[config.mk]
export PLATFORM = sky130hd
export DESIGN_NAME = ctrl_pipe_hazard_flat
export DESIGN_NICKNAME = d
export VERILOG_FILES = /design/src/rtl/ctrl_pipe_hazard_pkg.sv /design/src/rtl/ctrl_pipe_hazard_if.sv /design/src/rtl/ctrl_pipe_hazard_fwd_sel.sv /design/src/rtl/ctrl_pipe_hazard.sv /design/src/flat_wrapper.sv
export SDC_FILE = /design/constraint.sdc
export NUM_CORES = 1
export LEC_CHECK = 0
export ABC_AREA = 1
export CAP_MARGIN = 5
export CORE_UTILIZATION = 45
export DETAILED_ROUTE_END_ITERATION = 16
export PLACE_DENSITY = 0.86
export SKIP_LAST_GASP = 1
export SLEW_MARGIN = 10
export SYNTH_ARGS = -nofsm -noshare
export SYNTH_HDL_FRONTEND = slang
export SYNTH_SLANG_ARGS = --single-unit
export TNS_END_PERCENT = 10
[constraint.sdc]
create_clock -name clk_i -period 1.7 [get_ports clk_i]
set_clock_uncertainty 0.1 [all_clocks]
set_input_delay 0.34 -clock clk_i [delete_from_list [all_inputs] [get_ports clk_i]]
set_output_delay 0.34 -clock clk_i [all_outputs]
set_load 0.01 [all_outputs]
[src/rtl/ctrl_pipe_hazard_pkg.sv]
// Shared definitions for the decode control bundle and the hazard/forwarding block.
package ctrl_pipe_hazard_pkg;

    localparam int RA_W    = 5;
    localparam int ALUOP_W = 2;

    localparam logic [ALUOP_W-1:0] ALUOP_LDST  = 2'b00;
    localparam logic [ALUOP_W-1:0] ALUOP_BEQ   = 2'b01;
    localparam logic [ALUOP_W-1:0] ALUOP_RTYPE = 2'b10;
    localparam logic [ALUOP_W-1:0] ALUOP_IMM   = 2'b11;

    // EX operand source selects
    localparam logic [1:0] FWD_REG   = 2'b00;
    localparam logic [1:0] FWD_EXMEM = 2'b10;
    localparam logic [1:0] FWD_MEMWB = 2'b01;

    // Decoder control bundle; field order is the contract with the decoder.
    typedef struct packed {
        logic [ALUOP_W-1:0] aluop;
        logic               alusrc;
        logic               regwrite;
        logic               memwrite;
        logic               memread;
        logic               mem2reg;
        logic               branch;
    } ctrl_t;

    // Control fields carried into ID/EX (branch is resolved in ID and dropped).
    typedef struct packed {
        logic [ALUOP_W-1:0] aluop;
        logic               alusrc;
        logic               regwrite;
        logic               memwrite;
        logic               memread;
        logic               mem2reg;
    } ex_ctrl_t;

    function automatic ex_ctrl_t to_ex_ctrl(input ctrl_t c);
        ex_ctrl_t e;
        e.aluop    = c.aluop;
        e.alusrc   = c.alusrc;
        e.regwrite = c.regwrite;
        e.memwrite = c.memwrite;
        e.memread  = c.memread;
        e.mem2reg  = c.mem2reg;
        return e;
    endfunction

endpackage

[src/rtl/ctrl_pipe_hazard_if.sv]
// Decoder-to-pipeline control bundle and the pipeline control outputs.
interface ctrl_pipe_hazard_if;
    import ctrl_pipe_hazard_pkg::*;

    logic [ALUOP_W-1:0] ALUOp_i;
    logic               ALUSrc_i;
    logic               RegWrite_i;
    logic               MemWrite_i;
    logic               MemRead_i;
    logic               Mem2Reg_i;
    logic               Branch_i;
    logic [RA_W-1:0]    RS1addr_i;
    logic [RA_W-1:0]    RS2addr_i;
    logic [RA_W-1:0]    RDaddr_i;
    logic               Equal_i;

    logic               Stall_o;
    logic               Flush_o;
    logic [ALUOP_W-1:0] EX_ALUOp_o;
    logic               EX_ALUSrc_o;
    logic [1:0]         ForwardA_o;
    logic [1:0]         ForwardB_o;
    logic               MEM_MemWrite_o;
    logic               MEM_MemRead_o;
    logic [RA_W-1:0]    MEM_RDaddr_o;
    logic               WB_RegWrite_o;
    logic               WB_Mem2Reg_o;
    logic [RA_W-1:0]    WB_RDaddr_o;

    modport master (
        output ALUOp_i, ALUSrc_i, RegWrite_i, MemWrite_i, MemRead_i, Mem2Reg_i,
               Branch_i, RS1addr_i, RS2addr_i, RDaddr_i, Equal_i,
        input  Stall_o, Flush_o, EX_ALUOp_o, EX_ALUSrc_o, ForwardA_o, ForwardB_o,
               MEM_MemWrite_o, MEM_MemRead_o, MEM_RDaddr_o,
               WB_RegWrite_o, WB_Mem2Reg_o, WB_RDaddr_o
    );

    modport slave (
        input  ALUOp_i, ALUSrc_i, RegWrite_i, MemWrite_i, MemRead_i, Mem2Reg_i,
               Branch_i, RS1addr_i, RS2addr_i, RDaddr_i, Equal_i,
        output Stall_o, Flush_o, EX_ALUOp_o, EX_ALUSrc_o, ForwardA_o, ForwardB_o,
               MEM_MemWrite_o, MEM_MemRead_o, MEM_RDaddr_o,
               WB_RegWrite_o, WB_Mem2Reg_o, WB_RDaddr_o
    );
endinterface

[src/rtl/ctrl_pipe_hazard_fwd_sel.sv]
// Forwarding select for one EX operand; the younger EX/MEM result wins over MEM/WB.
module ctrl_pipe_hazard_fwd_sel
    import ctrl_pipe_hazard_pkg::*;
(
    input  logic [RA_W-1:0] rs,
    input  logic [RA_W-1:0] mem_rd,
    input  logic            mem_regwrite,
    input  logic [RA_W-1:0] wb_rd,
    input  logic            wb_regwrite,
    output logic [1:0]      sel
);

    // Priority select; x0 is never a forwarding source
    always_comb begin
        sel = FWD_REG;
        if (mem_regwrite && (mem_rd != '0) && (mem_rd == rs))
            sel = FWD_EXMEM;
        else if (wb_regwrite && (wb_rd != '0) && (wb_rd == rs))
            sel = FWD_MEMWB;
    end

endmodule

[src/rtl/ctrl_pipe_hazard.sv]
// Pipeline control registers (ID/EX, EX/MEM, MEM/WB), load-use stall, branch flush and EX forwarding.
module ctrl_pipe_hazard
    import ctrl_pipe_hazard_pkg::*;
(
    input  logic clk_i,
    input  logic rst_i,
    ctrl_pipe_hazard_if.slave bus
);

    ctrl_t           id_ctrl;

    ex_ctrl_t        ex_ctrl_reg;
    logic [RA_W-1:0] ex_rs1_reg;
    logic [RA_W-1:0] ex_rs2_reg;
    logic [RA_W-1:0] ex_rd_reg;

    logic            mem_regwrite_reg;
    logic            mem_memwrite_reg;
    logic            mem_memread_reg;
    logic            mem_mem2reg_reg;
    logic [RA_W-1:0] mem_rd_reg;

    logic            wb_regwrite_reg;
    logic            wb_mem2reg_reg;
    logic [RA_W-1:0] wb_rd_reg;

    logic            load_use;
    logic            stall;

    assign id_ctrl = '{aluop:    bus.ALUOp_i,
                       alusrc:   bus.ALUSrc_i,
                       regwrite: bus.RegWrite_i,
                       memwrite: bus.MemWrite_i,
                       memread:  bus.MemRead_i,
                       mem2reg:  bus.Mem2Reg_i,
                       branch:   bus.Branch_i};

    // Load in EX whose destination is read by the instruction in ID; reset masks both hazard outputs
    assign load_use = ex_ctrl_reg.memread && (ex_rd_reg != '0) &&
                      ((ex_rd_reg == bus.RS1addr_i) || (ex_rd_reg == bus.RS2addr_i));
    assign stall       = !rst_i && load_use;
    assign bus.Stall_o = stall;
    assign bus.Flush_o = !rst_i && id_ctrl.branch && bus.Equal_i && !load_use;

    // ID/EX: capture the decoded bundle, or a bubble while the ID instruction is held
    always_ff @(posedge clk_i) begin
        if (rst_i || stall) begin
            ex_ctrl_reg <= '0;
            ex_rs1_reg  <= '0;
            ex_rs2_reg  <= '0;
            ex_rd_reg   <= '0;
        end else begin
            ex_ctrl_reg <= to_ex_ctrl(id_ctrl);
            ex_rs1_reg  <= bus.RS1addr_i;
            ex_rs2_reg  <= bus.RS2addr_i;
            ex_rd_reg   <= bus.RDaddr_i;
        end
    end

    // EX/MEM and MEM/WB always advance; only reset clears them
    always_ff @(posedge clk_i) begin
        if (rst_i) begin
            mem_regwrite_reg <= 1'b0;
            mem_memwrite_reg <= 1'b0;
            mem_memread_reg  <= 1'b0;
            mem_mem2reg_reg  <= 1'b0;
            mem_rd_reg       <= '0;
            wb_regwrite_reg  <= 1'b0;
            wb_mem2reg_reg   <= 1'b0;
            wb_rd_reg        <= '0;
        end else begin
            mem_regwrite_reg <= ex_ctrl_reg.regwrite;
            mem_memwrite_reg <= ex_ctrl_reg.memwrite;
            mem_memread_reg  <= ex_ctrl_reg.memread;
            mem_mem2reg_reg  <= ex_ctrl_reg.mem2reg;
            mem_rd_reg       <= ex_rd_reg;
            wb_regwrite_reg  <= mem_regwrite_reg;
            wb_mem2reg_reg   <= mem_mem2reg_reg;
            wb_rd_reg        <= mem_rd_reg;
        end
    end

    // One forwarding selector per EX source operand (0 = rs1/A, 1 = rs2/B)
    logic [RA_W-1:0] ex_rs [2];
    logic [1:0]      fwd   [2];

    assign ex_rs[0] = ex_rs1_reg;
    assign ex_rs[1] = ex_rs2_reg;

    generate
        for (genvar gi = 0; gi < 2; gi++) begin : g_fwd
            ctrl_pipe_hazard_fwd_sel u_fwd_sel (
                .rs           (ex_rs[gi]),
                .mem_rd       (mem_rd_reg),
                .mem_regwrite (mem_regwrite_reg),
                .wb_rd        (wb_rd_reg),
                .wb_regwrite  (wb_regwrite_reg),
                .sel          (fwd[gi])
            );
        end
    endgenerate

    assign bus.ForwardA_o     = fwd[0];
    assign bus.ForwardB_o     = fwd[1];
    assign bus.EX_ALUOp_o     = ex_ctrl_reg.aluop;
    assign bus.EX_ALUSrc_o    = ex_ctrl_reg.alusrc;
    assign bus.MEM_MemWrite_o = mem_memwrite_reg;
    assign bus.MEM_MemRead_o  = mem_memread_reg;
    assign bus.MEM_RDaddr_o   = mem_rd_reg;
    assign bus.WB_RegWrite_o  = wb_regwrite_reg;
    assign bus.WB_Mem2Reg_o   = wb_mem2reg_reg;
    assign bus.WB_RDaddr_o    = wb_rd_reg;

endmodule

[src/flat_wrapper.sv]
// flat-port wrapper written by rule: the top's interface ports become plain ports
module ctrl_pipe_hazard_flat import ctrl_pipe_hazard_pkg::*;
  (clk_i, rst_i, bus_ALUOp_i, bus_ALUSrc_i, bus_RegWrite_i, bus_MemWrite_i, bus_MemRead_i, bus_Mem2Reg_i, bus_Branch_i, bus_RS1addr_i, bus_RS2addr_i, bus_RDaddr_i, bus_Equal_i, bus_Stall_o, bus_Flush_o, bus_EX_ALUOp_o, bus_EX_ALUSrc_o, bus_ForwardA_o, bus_ForwardB_o, bus_MEM_MemWrite_o, bus_MEM_MemRead_o, bus_MEM_RDaddr_o, bus_WB_RegWrite_o, bus_WB_Mem2Reg_o, bus_WB_RDaddr_o);
  ctrl_pipe_hazard_if bus_i ();
  input  logic clk_i;
  input  logic rst_i;
  input wire logic [$bits(bus_i.ALUOp_i)-1:0] bus_ALUOp_i;
  input wire logic [$bits(bus_i.ALUSrc_i)-1:0] bus_ALUSrc_i;
  input wire logic [$bits(bus_i.RegWrite_i)-1:0] bus_RegWrite_i;
  input wire logic [$bits(bus_i.MemWrite_i)-1:0] bus_MemWrite_i;
  input wire logic [$bits(bus_i.MemRead_i)-1:0] bus_MemRead_i;
  input wire logic [$bits(bus_i.Mem2Reg_i)-1:0] bus_Mem2Reg_i;
  input wire logic [$bits(bus_i.Branch_i)-1:0] bus_Branch_i;
  input wire logic [$bits(bus_i.RS1addr_i)-1:0] bus_RS1addr_i;
  input wire logic [$bits(bus_i.RS2addr_i)-1:0] bus_RS2addr_i;
  input wire logic [$bits(bus_i.RDaddr_i)-1:0] bus_RDaddr_i;
  input wire logic [$bits(bus_i.Equal_i)-1:0] bus_Equal_i;
  output wire logic [$bits(bus_i.Stall_o)-1:0] bus_Stall_o;
  output wire logic [$bits(bus_i.Flush_o)-1:0] bus_Flush_o;
  output wire logic [$bits(bus_i.EX_ALUOp_o)-1:0] bus_EX_ALUOp_o;
  output wire logic [$bits(bus_i.EX_ALUSrc_o)-1:0] bus_EX_ALUSrc_o;
  output wire logic [$bits(bus_i.ForwardA_o)-1:0] bus_ForwardA_o;
  output wire logic [$bits(bus_i.ForwardB_o)-1:0] bus_ForwardB_o;
  output wire logic [$bits(bus_i.MEM_MemWrite_o)-1:0] bus_MEM_MemWrite_o;
  output wire logic [$bits(bus_i.MEM_MemRead_o)-1:0] bus_MEM_MemRead_o;
  output wire logic [$bits(bus_i.MEM_RDaddr_o)-1:0] bus_MEM_RDaddr_o;
  output wire logic [$bits(bus_i.WB_RegWrite_o)-1:0] bus_WB_RegWrite_o;
  output wire logic [$bits(bus_i.WB_Mem2Reg_o)-1:0] bus_WB_Mem2Reg_o;
  output wire logic [$bits(bus_i.WB_RDaddr_o)-1:0] bus_WB_RDaddr_o;
  assign bus_i.ALUOp_i = bus_ALUOp_i;
  assign bus_i.ALUSrc_i = bus_ALUSrc_i;
  assign bus_i.RegWrite_i = bus_RegWrite_i;
  assign bus_i.MemWrite_i = bus_MemWrite_i;
  assign bus_i.MemRead_i = bus_MemRead_i;
  assign bus_i.Mem2Reg_i = bus_Mem2Reg_i;
  assign bus_i.Branch_i = bus_Branch_i;
  assign bus_i.RS1addr_i = bus_RS1addr_i;
  assign bus_i.RS2addr_i = bus_RS2addr_i;
  assign bus_i.RDaddr_i = bus_RDaddr_i;
  assign bus_i.Equal_i = bus_Equal_i;
  assign bus_Stall_o = bus_i.Stall_o;
  assign bus_Flush_o = bus_i.Flush_o;
  assign bus_EX_ALUOp_o = bus_i.EX_ALUOp_o;
  assign bus_EX_ALUSrc_o = bus_i.EX_ALUSrc_o;
  assign bus_ForwardA_o = bus_i.ForwardA_o;
  assign bus_ForwardB_o = bus_i.ForwardB_o;
  assign bus_MEM_MemWrite_o = bus_i.MEM_MemWrite_o;
  assign bus_MEM_MemRead_o = bus_i.MEM_MemRead_o;
  assign bus_MEM_RDaddr_o = bus_i.MEM_RDaddr_o;
  assign bus_WB_RegWrite_o = bus_i.WB_RegWrite_o;
  assign bus_WB_Mem2Reg_o = bus_i.WB_Mem2Reg_o;
  assign bus_WB_RDaddr_o = bus_i.WB_RDaddr_o;
  ctrl_pipe_hazard u_core (.clk_i(clk_i), .rst_i(rst_i), .bus(bus_i));
endmodule
After elaboration in Yosys (flattened, before gate mapping)
Index checks and enable logic that the tools add are counted.
- output and inout bits: 23
- register bits: 38
- input bits: 26
- reduce and logical (&&, ||, !) cells: 19
- equality and inequality tests: 6
- muxes and demuxes: 4
- operators with widths (kind ; number):
    $eq A5 B5 Y1 ; 6
    $reduce_bool A5 Y1 ; 3
    $logic_and A1 B1 Y1 ; 12
    $mux W2 ; 2
    $logic_not A1 Y1 ; 2
    $logic_or A1 B1 Y1 ; 2
    $mux W1 ; 2

Logic depth before layout (Yosys ltp)
Gate-level depths: netlist of the first run.
- word-level depth: 5
- depth in mapped cells: 10
- gate-level depth less buffers: 9

Modules after synthesis
Synthesis of the first run repeated with hierarchy kept, for this count alone.
- cells, all modules: 263
- area total of the unflattened synthesis: 1736.7 sq um
- by module, submodules not included (module ; instances ; cells each ; area each (sq um)):
    ctrl_pipe_hazard ; 1 ; 163 ; 1308.8
    ctrl_pipe_hazard_fwd_sel ; 2 ; 50 ; 214.0

Least setup slack after synthesis of the first run
No wires, ideal clock.
- path kind: register -> output
- start point: register u_core.mem_rd_reg[3] (netlist: u_core.bus.MEM_RDaddr_o[3])
- end point: output port bus_ForwardA_o[0]
- data arrival time: 1172 ps
- buffers on the path: 0
- required time: 1260 ps
- path slack: 88 ps
- cell stages (with the launch flop): 6
- cell sequence: dfxtp_1 > inv_1 > nand3_1 > o21ai_0 > nor3_1 > nor2_1
- word-level cells in the longest chain between the ends: 4
- ends and longest elaborated chain (element ; RTL line ; RTL):
    from (decl) ; ctrl_pipe_hazard.sv:21 ; logic [RA_W-1:0] mem_rd_reg;
    from (signal assigned) ; ctrl_pipe_hazard.sv:76 ; mem_rd_reg <= ex_rd_reg;
    $reduce_bool A5 Y1 ; ctrl_pipe_hazard_fwd_sel.sv:16 ; if (mem_regwrite && (mem_rd != '0) && (mem_rd == rs))
    $logic_and A1 B1 Y1 ; ctrl_pipe_hazard_fwd_sel.sv:16 ;
    $logic_and A1 B1 Y1 (*) ; ctrl_pipe_hazard_fwd_sel.sv:16 ;
    $mux W2 (*) ; ctrl_pipe_hazard_fwd_sel.sv:16 ;
    to (decl) ; flat_wrapper.sv:22 ; output wire logic [$bits(bus_i.ForwardA_o)-1:0] bus_ForwardA_o;
Every way passes the cells marked *; elsewhere a longest branch is shown, timed or not.

Worst setup path in the final report of the first run
- start point: input port bus_RS1addr_i[2]
- end point: output port bus_Stall_o
- word-level cells in the longest chain between the ends: 4
- ends and longest elaborated chain (element ; RTL line ; RTL):
    from (decl) ; flat_wrapper.sv:14 ; input wire logic [$bits(bus_i.RS1addr_i)-1:0] bus_RS1addr_i;
    $eq A5 B5 Y1 ; ctrl_pipe_hazard.sv:40 ; ((ex_rd_reg == bus.RS1addr_i) || (ex_rd_reg == bus.RS2addr_i));
    $logic_or A1 B1 Y1 ; ctrl_pipe_hazard.sv:40 ;
    $logic_and A1 B1 Y1 ; ctrl_pipe_hazard.sv:39 ; assign load_use = ex_ctrl_reg.memread && (ex_rd_reg != '0) &&
    $logic_and A1 B1 Y1 ; ctrl_pipe_hazard.sv:41 ; assign stall = !rst_i && load_use;
    to (decl) ; flat_wrapper.sv:18 ; output wire logic [$bits(bus_i.Stall_o)-1:0] bus_Stall_o;
Every way passes these cells.

==> results of run 1 <==
where the power goes:
group / switching (W) / total (W) / internal, W
clock network: 0.000304 / 0.000764 / 0.000460
logic: 0.000129 / 0.000299 / 0.000170
registers: 0.0000374 / 0.000971 / 0.000934
cell families (layout without fill, tap and decap cells):
| logic type | count (synthesis) | in the layout | synth area share |
|---|---|---|---|
| AND/OR/NAND/NOR | 90 | 90 | 0.248 |
| buffers and inverters | 48 | 124 | 0.135 |
| flip-flops | 38 | 38 | 0.484 |
| XOR/XNOR | 22 | 22 | 0.123 |
| AO/OA/AOI/OAI | 3 | 3 | 0.00956 |
worst min-delay path, stage by stage:
cell and delay (ns):
dlygate4sd2_1 0.26, inv_1 0.07, nor2_2 0.03
worst paths after layout:
path                             to                   from  cells past startpoint
max                     bus_Stall_o       bus_RS1addr_i[2]                      7
min            u_core.ex_rs2_reg[0]       bus_RS2addr_i[0]                      3
max reg2reg    u_core.ex_rs1_reg[0]    u_core.ex_rd_reg[4]                     10
min reg2reg  u_core.mem_mem2reg_reg  u_core.ex_ctrl_reg[0]                      2
synth_stat cells, drive strengths merged:
cell type and number:
inv 42, xnor2 14, xor2 8, nor3 4, nand2 28, nor2 50, dfxtp 38, buf 6
nand3 3, nand4 5, o21ai 3
cells in the final DEF, fill, tap and decap left out, drive strengths merged:
cell type and count:
nor2 50, nand4 5, buf 30, dlygate4sd2 9
xor2 8, inv 42, clkbuf 5, clkdlybuf4s15 2
nand3 3, clkdlybuf4s50 33, nor3 4, bufinv 2
xnor2 14, clkinv 1, dfxtp 38, nand2 28
o21ai 3
what timing repair did:
action | CTS | global route
resized for setup | 57 | 6
hold buffers | 0 | 0
endpoints found under the setup margin | 24 | 22
pin swaps | 13 | 3
hold endpoints to repair | 0 | 0
routing by layer:
| layer | global-route usage | wire [µm] | vias to the layer above |
|---|---|---|---|
| li1 | - | - | 729 |
| met1 | 0.223 | 1430 | 640 |
| met2 | 0.370 | 1840 | 37 |
| met3 | 0.0693 | 126 | 6 |
| met4 | 0.101 | 47 | 0 |
| met5 | 0 | 0 | - |
through the flow:
step / area, µm² / setup slack (ns) / util
3_3_place_gp: 2250 / -0.749 / 0.674
2_1_floorplan: 1570 / 0.0877 / -
4_1_cts: 2390 / -0.271 / 0.717
6_report: 2400 / -0.243 / 0.720
5_1_grt: 2400 / -0.340 / 0.720
3_5_place_dp: 2250 / -0.796 / 0.674
cell type report:
class / instances / area share
sequential: 38 / 0.327
multi-input combinational: 115 / 0.271
clock inverter: 3 / 0.0286
inverter: 42 / 0.0656
clock buffer: 5 / 0.0156
timing repair buffer: 74 / 0.269
tap: 46 / 0.0239
==> impl_metrics.csv, run 1 <==
group,metric,value,unit
outcome,outcome,"finished with violations",
outcome,failed_checks,"setup timing",
power,powerDensity,846,nW/µm²
critical_path,crit_type,"in2out",
critical_path,end_kind,"output pin",
sta,worst_max_slew_pin_slew,0.281,ns
layout,antenna_cell_count,0,
critical_path,critical_path_buf_inv_count,2,
clock_tree,cts-root-to-sink-buffers,2,
critical_path,required,1.26,ns
clock_tree,htreeDepth,2,
sta,maxSlewHeadroom,0.813,
sta,final.hold.worst_slack,0.276,ns
drt,postRouteAntennaNets,0,
clock_tree,clkSlewWorstSetupHoldPaths,0.11,ns
layout,seqCellArea,786,µm²
clock_tree,cts_post_setup_buffers_inserted,0,
drt,first_pass_iters,4,
hold_path,worstHoldPathType,"in2reg",
floorplan,initial_utilization,0.471,
yosys,post_synth_instance_area,1570,µm²
power,post-layout-total-power,0.00203,W
drt,wire_per_inst,10.7,µm
yosys,synthDominantAreaCellType,"dfxtp_1",
critical_path,worst_ep_arrival_time,1.50,ns
grt,globalRouteOverflowTotal,0,
sta,finalWorstSetupSlack,-0.243,ns
sta,grt_setup_unrepaired,"yes",
drt,route.final.wire_length,3.44,mm
sta,period_minus_slack,1.94,ns
critical_path,cp_cell_sequence,"clkdlybuf4s50_1, xnor2_1, nand3_1, nand2_1, nand2_2, nor2_1, buf_2",
drt,routed_via_density,4.37,
placement,numPlacedInstances,315,
yosys,number_of_unique_standard_cell_types_used_by_synthesis,19,
placement,finalWeightedCongestion,0.770,
sta,timing.final.max_slew_violations,0,
power,ir_drop,0.616,mV
clock_tree,clock_tree_from_tritoncts,"built",
yosys,synth.avg_cell_area,7.81,µm²
grt,grt_use_total,0.209,
layout,nFillCells,259,
placement,number_of_port_buffers,48,
layout,syn_to_final_growth,53.1,%
floorplan,io-pin-count,49,
clock_tree,ctsRootBufferMaster,"clkbuf_4",
grt,antenna_found_initial,0,
yosys,yosys_warnings,0,
critical_path,rrSetupSlack,0.15,ns
grt,grt_start_max_net_pins,23,
sta,fmax,0.515,GHz
sta,timing_hold_violations_final,0,
grt,first_global_vias,1301,
floorplan,design.die.area,3730,µm²
critical_path,timing.critical_path.max_delay_family,"buffers and inverters",
drt,via_count,1412,
power,static-leakage-power,1.19,nW
floorplan,horizontal_die_dimension,61.1,µm
critical_path,critPathSlowestCell,"clkdlybuf4s50_1",
run,maxCapViolations,0,
placement,detailed_place_hpwl,2.59,mm
clock_tree,cts-buffers-inserted,5,
critical_path,crit_path_start_kind,"input port",
critical_path,worst_path_largest_cell_delay,0.50,ns
layout,multiInputGateArea,651,µm²
layout,post_route_cells_drive_above_1_share,0.285,
yosys,syn_inst,201,
floorplan,floorplan.rows,21,
drt,detail_route.drc_violations,0,
sta,finalCritPeriodShare,1.14,
grt,wire_length_of_the_first_global_routing_pass,5.47,mm
sta,setup_tns,-2.34,ns
layout,fin_nets,302,
floorplan,core_area,3340,µm²
clock_tree,clock_insertion_delay_worst_skew,0.34,ns
yosys,synth.top_cells.by_area,"dfxtp_1, nor2_1, inv_1",
floorplan,floorplan.die.height,61.1,µm
yosys,yosysTopAreaCellShare,0.484,
yosys,synth_sequential_area_ratio,0.484,
clock_tree,cts_sinks,38,
critical_path,crit_path_max_fanout,2,
yosys,yosys_register_bits,38,
drt,drtIter0Drc,62,
yosys,postSynthNetCount,227,
layout,post_layout_nonfiller_instances,323,
sta,setup_violations,16,
Power figures use the tool's default switching activity.
==> run 2, diff against run 1 <==
--- a/config.mk
+++ b/config.mk
@@ -7,9 +7,10 @@
 export LEC_CHECK = 0
 export ABC_AREA = 1
 export CAP_MARGIN = 5
-export CORE_UTILIZATION = 45
+export CORE_UTILIZATION = 48
+export CTS_BUF_LIST = sky130_fd_sc_hd__clkbuf_8
 export DETAILED_ROUTE_END_ITERATION = 16
-export PLACE_DENSITY = 0.86
+export PLACE_DENSITY = 0.9
 export SKIP_LAST_GASP = 1
 export SLEW_MARGIN = 10
 export SYNTH_ARGS = -nofsm -noshare
==> impl_metrics.csv, run 2 (same netlist as run 1, synthesis figures left out) <==
group,metric,value,unit
layout,syn_to_final_growth,61.1,%
clock_tree,clkSlewWorstSetupHoldPaths,0.08,ns
layout,most-common-layout-cells,"nor2_1, inv_1, buf_4",
critical_path,crit_path_max_fanout,3,
grt,wire_length_of_the_first_global_routing_pass,6.27,mm
placement,finalWeightedCongestion,0.801,
critical_path,critical_path.reg2reg.endpoint,"u_core.bus.EX_ALUSrc_o",
run,maxCapViolations,0,
floorplan,floorplan.rows,20,
power,post-layout-total-power,0.00225,W
grt,antenna_found_initial,0,
grt,grt_start_max_net_pins,23,
sta,finalCritPeriodShare,1.12,
sta,fmax,0.524,GHz
clock_tree,ctsRootBufferMaster,"clkbuf_8",
hold_path,worstHoldPathType,"reg2reg",
outcome,outcome,"finished with violations",
power,power_report.internal_total,0.00175,W
power,clkPwrFrac,0.416,
clock_tree,htreeDepth,2,
sta,timing_hold_violations_final,0,
critical_path,crit-reg2reg-launch,"u_core.ex_rd_reg[2]",
clock_tree,clock_tree_from_tritoncts,"built",
power,power.combinational.fraction,0.152,
hold_path,hold_path_start,"u_core.ex_ctrl_reg[0]",
drt,postRouteAntennaNets,0,
clock_tree,cts-root-to-sink-buffers,2,
floorplan,horizontal_die_dimension,59.2,µm
sta,maxSlewHeadroom,0.821,
clock_tree,clock_insertion_delay_worst_skew,0.29,ns
power,total_switching_power,0.000505,W
layout,multiInputGateArea,663,µm²
critical_path,required,1.26,ns
drt,drtIter0Drc,64,
grt,globalRouteOverflowTotal,0,
power,power.share.switching,0.224,
layout,layout.cells.most_common,"nor2_1",
layout,post_layout_nonfiller_instances,332,
layout,post_route_cells_drive_above_1_share,0.319,
clock_tree,cts-buffers-inserted,5,
sta,grt_setup_unrepaired,"yes",
floorplan,initial_utilization,0.510,
critical_path,rrSetupSlack,-0.04,ns
drt,wire_per_inst,13.0,µm
grt,first_global_vias,1481,
layout,seqCellArea,782,µm²
power,powerDensity,890,nW/µm²
drt,route.final.wire_length,4.31,mm
floorplan,design.die.area,3500,µm²
power,seqPwrFrac,0.432,
hold_path,min_delay_path_depth,2,
layout,post-route-util,0.822,
sta,finalWorstSetupSlack,-0.208,ns
critical_path,reg2regPathDepth,11,
placement,detailed_place_hpwl,2.57,mm
sta,setup_violations,22,
outcome,failed_checks,"setup timing",
floorplan,floorplan.die.height,59.2,µm
critical_path,crit_path_start_kind,"flip-flop",
sta,worst_max_slew_pin_slew,0.269,ns
layout,antenna_cell_count,0,
placement,numPlacedInstances,313,
drt,first_pass_iters,4,
critical_path,worst_ep_arrival_time,1.47,ns
layout,fin_nets,313,
power,static-leakage-power,1.26,nW
floorplan,core_area,3080,µm²
drt,detail_route.drc_violations,0,
power,ir_drop,0.637,mV
placement,number_of_port_buffers,48,
clock_tree,cts_sinks,38,
hold_path,hold-path-endpoint,"u_core.mem_mem2reg_reg",
sta,timing.final.max_slew_violations,0,
grt,grt_use_total,0.248,
sta,period_minus_slack,1.91,ns
critical_path,end_kind,"output pin",
critical_path,crit_type,"reg2out",
drt,via_count,1534,
floorplan,io-pin-count,49,
sta,final.hold.worst_slack,0.306,ns
critical_path,startpoint,"u_core.ex_rd_reg[2]",
drt,routed_via_density,4.62,
layout,nFillCells,192,
sta,setup_tns,-1.44,ns
[run 2: changes by cell type in the layout (fill, tap and decap cells not counted), moves of 2 or more]
| cell | change |
|---|---|
| dfxtp_2 | -3 |
| dfxtp_1 | +3 |
| nand2_2 | +3 |
| clkbuf_8 | +6 |
| clkbuf_4 | -5 |
| nor2_1 | -2 |
| nor3_2 | +2 |
| nand2_1 | -4 |
| xnor2_2 | -3 |
| nor3_1 | -2 |
| buf_4 | +11 |
| xnor2_1 | +3 |
[run 2: worst max-delay path by stage]
stage / endpoint / slack (ns) / cells past startpoint
6_report: bus_Flush_o / -0.21 / 10
3_3_place_gp: bus_Stall_o / -0.74 / 10
2_1_floorplan: bus_ForwardA_o[0] / 0.09 / 5
5_1_grt: bus_Stall_o / -0.32 / 9
4_1_cts: bus_Flush_o / -0.17 / 10
3_5_place_dp: bus_Stall_o / -0.75 / 10
[run 2: final cells by class]
type,instances,area share
Sequential cell,38,0.309
Multi-Input combinational cell,115,0.262
Inverter,42,0.0633
Timing Repair Buffer,85,0.287
Clock inverter,2,0.0237
Clock buffer,6,0.0326
Tap cell,44,0.0218
[run 2: routing by layer]
layer	up-vias	wire [µm]	GRT usage
met1	691	1650	0.276
met4	0	155	0.129
met2	72	2290	0.421
met5	-	0	0
li1	755	-	-
met3	16	224	0.0764
[run 2: what timing repair did]
action,in CTS,in global routing
resized for setup,55,16
endpoints found under the hold margin,0,0
pin swaps,13,13
endpoints found under the setup margin,37,16
buffers inserted,10,1
hold buffers,0,0
[run 2: through the flow]
step	setup WS [ns]	instance area, µm²
after floorplan	0.0877	1570
after global placement	-0.738	2250
after detailed placement	-0.755	2250
after CTS	-0.172	2470
after global routing	-0.325	2530
final	-0.208	2530
[run 2: power by group through the flow]
stage	registers, W	clock network, W	logic, W
after floorplan	0.000988	0	0.000139
after global placement	0.000985	0	0.000282
after detailed placement	0.000987	0	0.000295
after CTS	0.000970	0.000943	0.000314
after global routing	0.000976	0.00101	0.000368
final	0.000972	0.000937	0.000342
[run 2: worst max-delay path: stages (launching register included)]
cell and delay [ns]:
dfxtp_2 0.36, inv_2 0.06, nand2_1 0.08, nand2_1 0.08, nor2_1 0.10, nand3_1 0.11, nand2_2 0.11, nand2_4 0.06
nand2_4 0.08, nor2_4 0.03, buf_6 0.11
==> run 3, diff against run 2 <==
--- a/config.mk
+++ b/config.mk
@@ -6,7 +6,7 @@
 export NUM_CORES = 1
 export LEC_CHECK = 0
 export ABC_AREA = 1
-export CAP_MARGIN = 5
+export CAP_MARGIN = 10
 export CORE_UTILIZATION = 48
 export CTS_BUF_LIST = sky130_fd_sc_hd__clkbuf_8
 export DETAILED_ROUTE_END_ITERATION = 16
==> results of run 3 <==
No change in the layout: final DEF, timing and power equal those of run 2.
